### src/rtl/div_unit_if.sv
// Handshake and result bundle between the control unit and the multicycle divider.
// The control unit drives the request side; the divider returns status pulses and results.
interface div_unit_if #(
  parameter int WIDTH = 32
);
  logic             start;
  logic [WIDTH-1:0] dividend;
  logic [WIDTH-1:0] divisor;
  logic             busy;
  logic             done;
  logic             div0;
  logic [WIDTH-1:0] lo;
  logic [WIDTH-1:0] hi;

  modport master (
    output start, dividend, divisor,
    input  busy, done, div0, lo, hi
  );

  modport slave (
    input  start, dividend, divisor,
    output busy, done, div0, lo, hi
  );
endinterface

### src/rtl/div_unit.sv
// Signed restoring divider: one quotient bit per clock on operand magnitudes, then a
// sign-fix cycle that writes LOdiv/HIdiv. A zero divisor is reported on div0 instead.
module div_unit #(
  parameter int WIDTH = 32
) (
  input  logic     clk,
  input  logic     reset,
  div_unit_if.slave bus
);

  localparam int CW = $clog2(WIDTH + 1);

  typedef enum logic [2:0] {
    S_IDLE,
    S_RUN,
    S_FIX,
    S_DONE,
    S_ZERO
  } state_t;

  state_t           r_state;
  logic [WIDTH-1:0] r_dsr;
  logic [WIDTH-1:0] r_rem;
  logic [WIDTH-1:0] r_quo;
  logic [CW-1:0]    r_cnt;
  logic             r_qneg;
  logic             r_rneg;
  logic             r_busy;
  logic             r_done;
  logic             r_div0;
  logic [WIDTH-1:0] r_lo;
  logic [WIDTH-1:0] r_hi;

  logic [WIDTH-1:0] w_dvd_abs;
  logic [WIDTH-1:0] w_dsr_abs;
  logic [WIDTH:0]   w_rem_sh;
  logic [WIDTH-1:0] w_quo_sh;
  logic             w_ge;
  logic [WIDTH-1:0] w_rem_sub;
  logic [WIDTH-1:0] w_rem_nxt;
  logic [WIDTH-1:0] w_quo_nxt;
  logic [WIDTH-1:0] w_lo_fix;
  logic [WIDTH-1:0] w_hi_fix;

  // Magnitudes are taken as unsigned, so the most negative value maps to 2^(WIDTH-1).
  assign w_dvd_abs = bus.dividend[WIDTH-1] ? -bus.dividend : bus.dividend;
  assign w_dsr_abs = bus.divisor[WIDTH-1]  ? -bus.divisor  : bus.divisor;

  // The shifted remainder needs one extra bit; the difference always fits in WIDTH bits.
  assign w_rem_sh  = {r_rem, r_quo[WIDTH-1]};
  assign w_quo_sh  = {r_quo[WIDTH-2:0], 1'b0};
  assign w_ge      = (w_rem_sh >= {1'b0, r_dsr});
  assign w_rem_sub = w_rem_sh[WIDTH-1:0] - r_dsr;
  assign w_rem_nxt = w_ge ? w_rem_sub : w_rem_sh[WIDTH-1:0];
  assign w_quo_nxt = {w_quo_sh[WIDTH-1:1], w_ge};

  assign w_lo_fix  = r_qneg ? -r_quo : r_quo;
  assign w_hi_fix  = r_rneg ? -r_rem : r_rem;

  always_ff @(posedge clk or posedge reset) begin
    if (reset) begin
      r_state <= S_IDLE;
      r_dsr   <= '0;
      r_rem   <= '0;
      r_quo   <= '0;
      r_cnt   <= '0;
      r_qneg  <= 1'b0;
      r_rneg  <= 1'b0;
      r_busy  <= 1'b0;
      r_done  <= 1'b0;
      r_div0  <= 1'b0;
      r_lo    <= '0;
      r_hi    <= '0;
    end else begin
      r_done <= 1'b0;
      r_div0 <= 1'b0;
      case (r_state)
        S_IDLE: begin
          if (bus.start) begin
            if (bus.divisor == '0) begin
              r_state <= S_ZERO;
              r_div0  <= 1'b1;
            end else begin
              r_state <= S_RUN;
              r_busy  <= 1'b1;
              r_dsr   <= w_dsr_abs;
              r_quo   <= w_dvd_abs;
              r_rem   <= '0;
              r_cnt   <= CW'(WIDTH);
              r_qneg  <= bus.dividend[WIDTH-1] ^ bus.divisor[WIDTH-1];
              r_rneg  <= bus.dividend[WIDTH-1];
            end
          end
        end
        S_RUN: begin
          r_rem <= w_rem_nxt;
          r_quo <= w_quo_nxt;
          r_cnt <= r_cnt - CW'(1);
          if (r_cnt == CW'(1)) begin
            r_state <= S_FIX;
          end
        end
        S_FIX: begin
          r_lo    <= w_lo_fix;
          r_hi    <= w_hi_fix;
          r_busy  <= 1'b0;
          r_done  <= 1'b1;
          r_state <= S_DONE;
        end
        S_DONE: begin
          r_state <= S_IDLE;
        end
        S_ZERO: begin
          r_state <= S_IDLE;
        end
        default: begin
          r_state <= S_IDLE;
          r_busy  <= 1'b0;
        end
      endcase
    end
  end

  assign bus.busy = r_busy;
  assign bus.done = r_done;
  assign bus.div0 = r_div0;
  assign bus.lo   = r_lo;
  assign bus.hi   = r_hi;

endmodule

### src/flat_wrapper.sv
// flat-port wrapper written by rule: the top's interface ports become plain ports
module div_unit_flat 
#(
  parameter int WIDTH = 32
)
  (clk, reset, bus_start, bus_dividend, bus_divisor, bus_busy, bus_done, bus_div0, bus_lo, bus_hi);
  div_unit_if #(.WIDTH(WIDTH)) bus_i ();
  input  logic clk;
  input  logic reset;
  input wire logic [$bits(bus_i.start)-1:0] bus_start;
  input wire logic [$bits(bus_i.dividend)-1:0] bus_dividend;
  input wire logic [$bits(bus_i.divisor)-1:0] bus_divisor;
  output wire logic [$bits(bus_i.busy)-1:0] bus_busy;
  output wire logic [$bits(bus_i.done)-1:0] bus_done;
  output wire logic [$bits(bus_i.div0)-1:0] bus_div0;
  output wire logic [$bits(bus_i.lo)-1:0] bus_lo;
  output wire logic [$bits(bus_i.hi)-1:0] bus_hi;
  assign bus_i.start = bus_start;
  assign bus_i.dividend = bus_dividend;
  assign bus_i.divisor = bus_divisor;
  assign bus_busy = bus_i.busy;
  assign bus_done = bus_i.done;
  assign bus_div0 = bus_i.div0;
  assign bus_lo = bus_i.lo;
  assign bus_hi = bus_i.hi;
  div_unit #(.WIDTH(WIDTH)) u_core (.clk(clk), .reset(reset), .bus(bus_i));
endmodule
### config.mk
export PLATFORM = sky130hd
export DESIGN_NAME = div_unit_flat
export DESIGN_NICKNAME = d
export VERILOG_FILES = /design/src/rtl/div_unit_if.sv /design/src/rtl/div_unit.sv /design/src/flat_wrapper.sv
export SDC_FILE = /design/constraint.sdc
export NUM_CORES = 1
export LEC_CHECK = 0
export CAP_MARGIN = 20
export CORE_AREA = 2 2 159 161
export CTS_CLUSTER_DIAMETER = 150
export DETAILED_ROUTE_END_ITERATION = 8
export DIE_AREA = 0 0 161 163
export PLACE_DENSITY = 0.68
export REMOVE_ABC_BUFFERS = 1
export SLEW_MARGIN = 20
export SYNTH_ARGS = -nofsm -noshare
export SYNTH_HDL_FRONTEND = slang
export SYNTH_SLANG_ARGS = --single-unit
### constraint.sdc
create_clock -name clk -period 6.3 [get_ports clk]
set_clock_uncertainty 0.15 [all_clocks]
set_input_delay 1.89 -clock clk [delete_from_list [all_inputs] [get_ports clk]]
set_output_delay 1.89 -clock clk [all_outputs]
set_load 0.02 [all_outputs]
==> flow_metrics.py <==
metrics = {
    "floorplanning": {
        "ios": 134,
        "die_x_um": 161,
        "core_region_area_um2": 24700,
        "die_h_um": 163,
        "dieArea_um2": 26200,
        "start_util_pct": 44.3,
        "fp-row-count": 58,
    },
    "outcome": {
        "status": "finished clean",
    },
    "cts": {
        "post_cts_buffers": 0,
        "clockBufferDepth": 2,
        "clk_pin_slew_ns": 0.07,
        "cts_resized": 0,
        "cts-root-buf": "clkbuf_16",
        "cts_sinks": 174,
        "hold_buffers": 0,
        "cts_tree": "yes",
        "htreeDepth": 4,
        "clk_latency_ns": 0.43,
        "cts_made_buffers": 17,
    },
    "synthesis": {
        "yosysUniqueCellTypes": 61,
        "synth_top_area_share_pct": 39.8,
        "yosys_warnings": 0,
        "synth_cells": 1264,
        "syn_avg_cell_area_um2": 8.65,
        "synthTopCellsByArea": "dfrtp_1, o21ai_0, xor2_1",
        "synth_top_area_cell": "dfrtp_1",
        "synth_ff_type": "dfrtp_1",
        "synth_area_um2": 10900,
        "synth_edf_count": 0,
        "ys_seq_elements": 174,
        "yosysMostFrequentCell": "o21ai_0",
        "ys_seq_area_share_pct": 39.8,
        "netlist_top_cells_count": "o21ai_0, nand2_1, dfrtp_1, xor2_1, xnor2_1",
        "async_reset_ff_share_pct": 100,
    },
    "detailed_routing": {
        "totalWireLength_um": 25900,
        "first_pass_iters": 5,
        "wl_per_cell_um": 15.1,
        "drt_iter0_drc": 548,
        "drc": 0,
        "vias_per_cell": 5.43,
        "dr_total_vias": 9270,
        "antenna_left": 0,
    },
    "min_path": {
        "hp-class": "reg2reg",
        "min_from": "u_core.bus.lo[3]$_DFFE_PP0P_",
        "holdPathStages": 2,
        "whs_endpoint": "u_core.bus.lo[3]$_DFFE_PP0P_",
    },
    "power_and_ir_drop": {
        "p_leak_nw": 5.43,
        "p_total_mw": 6.85,
        "power_density_nw_per_um2": 519,
        "ir_drop_mv": 0.223,
    },
    "grt": {
        "grt_pass1_wl_um": 42800,
        "grt_max_degree": 113,
        "overflow": 0,
        "grt_pass1_vias": 8701,
        "antenna_found_initial": 0,
        "gr-usage-all-layers_pct": 19.9,
    },
    "critical_path": {
        "critPathCaptureType": "register",
        "cp.required_ns": 6.49,
        "cp.arrival_ns": 5.25,
        "startpoint_type": "input pin",
        "r2r_start": "u_core.r_quo[31]$_DFFE_PP0P_",
        "regToRegEndpoint": "u_core.r_rem[30]$_DFFE_PP0P_",
        "r2r_cells": 13,
        "r2r_setup_slack_ns": 2.46,
        "crit_type": "in2reg",
        "critical_path.startpoint": "bus_divisor[6]",
        "crit_fanout": 32,
    },
    "sta": {
        "maxSlewViolCount": 0,
        "min_period_over_period_pct": 80.2,
        "fmax_mhz": 198,
        "setup_viol": 0,
        "period_minus_slack_ns": 5.06,
        "rsz0062_at_grt": "no",
        "max_slew.worst_pin.slew_ns": 1.02,
        "finalSetupTns_ns": 0,
        "max-slew-margin-rel_pct": 32.1,
        "hold_viol": 0,
    },
    "flow_run": {
        "maxCapViolations": 0,
    },
    "layout": {
        "n_fill_cell": 2307,
        "nets": 1470,
        "syn2layout_area_growth_pct": 20.7,
        "diodes": 0,
        "drive_above_1_share_pct": 4.87,
    },
    "place": {
        "routabilityCongestion": 0.901,
        "hpwl_um": 19000,
        "numPortBuffers": 133,
    },
}
## layout by cell type (no fill, tap or decap), types with 11 or more instances in the layout
cell / count
a221o_1: 16
o21ai_0: 198
xnor2_1: 59
mux2i_1: 14
nand3_1: 37
o41ai_1: 19
nand2_1: 188
or3_1: 12
nor2_1: 48
nand4_1: 11
clkbuf_16: 17
clkdlybuf4s50_1: 133
a22oi_1: 14
nor3_1: 14
or4_1: 19
dfrtp_1: 174
o31ai_1: 32
inv_1: 55
xor2_1: 89
ha_1: 38
a21oi_1: 41
## critical path, stage by stage
cell and delay [ns]:
clkdlybuf4s50_1 0.48, or4_4 0.58, nor4_4 0.21, nand4b_1 0.22, or2_1 0.31, or4_1 0.58
nor2b_4 0.20, nor2_2 0.34, buf_12 0.25, a22oi_1 0.09, o21ai_0 0.10
## power by group
group	total, mW	leakage (nW)	switching, mW	internal (mW)
Combinational	3.68	2.98	2.01	1.67
Sequential	2.08	2.16	0.533	1.54
Clock	1.10	0.282	0.460	0.636
## how the worst max path moves through the flow
stage / to / cells after the start
after floorplan: u_core.bus.busy$_DFFE_PP0P_ / 1
after global placement: u_core.r_quo[4]$_DFFE_PP0P_ / 10
after detailed placement: u_core.r_quo[21]$_DFFE_PP0P_ / 11
after CTS: u_core.r_quo[21]$_DFFE_PP0P_ / 11
after global routing: u_core.r_quo[28]$_DFFE_PP0P_ / 11
final: u_core.r_quo[21]$_DFFE_PP0P_ / 11
## registers in the layout (all words and copies together) (netlist names)
name and count:
u_core.r_cnt 6, u_core.r_qneg 1, u_core.r_state 3, u_core.bus.busy 1, u_core.bus.done 1, u_core.bus.hi 32, u_core.bus.div0 1, u_core.r_rneg 1
u_core.r_quo 32, u_core.bus.lo 32, u_core.r_dsr 32, u_core.r_rem 32
## area by class of cell
cell class / instances / area, µm² / share of cell area (%)
multi-input combinational: 970 / 6140 / 46.6
sequential: 174 / 4350 / 33.0
timing repair buffer: 145 / 1460 / 11.1
clock buffer: 19 / 443 / 3.36
tap: 330 / 413 / 3.13
inverter: 56 / 218 / 1.65
clock inverter: 13 / 164 / 1.24
## metal layers
| layer | global-route usage (%) | share of wire (%) | up-vias |
|---|---|---|---|
| met1 | 26.6 | 47 | 4348 |
| met3 | 2.57 | 3.5 | 34 |
| met5 | 0 | 0 | - |
| met2 | 33.9 | 48 | 199 |
| met4 | 5.60 | 1.6 | 0 |
| li1 | - | - | 4689 |
## cell families (layout without fill, tap and decap cells)
family | Yosys count | in the layout | share of synthesized area (%)
AO/OA/AOI/OAI | 381 | 381 | 21.2
XOR/XNOR | 148 | 148 | 11.9
adder cells (fa/ha/maj) | 39 | 39 | 4.53
buffers and inverters | 120 | 233 | 4.25
flip-flops | 174 | 174 | 39.8
multiplexers | 16 | 16 | 1.49
AND/OR/NAND/NOR | 386 | 386 | 16.8
## metrics by stage
step	hold WS, ns	worst slack, ns	area, µm²	std cells	util [%]
2_1_floorplan	0.292	-0.457	10700	1200	-
3_3_place_gp	0.314	0.874	12600	1675	51.0
3_5_place_dp	0.321	0.806	12600	1675	51.0
4_1_cts	0.336	1.26	13200	1707	53.5
5_1_grt	0.356	1.03	13200	1707	53.5
6_report	0.327	1.24	13200	1707	53.5
Power figures use the tool's default switching activity.
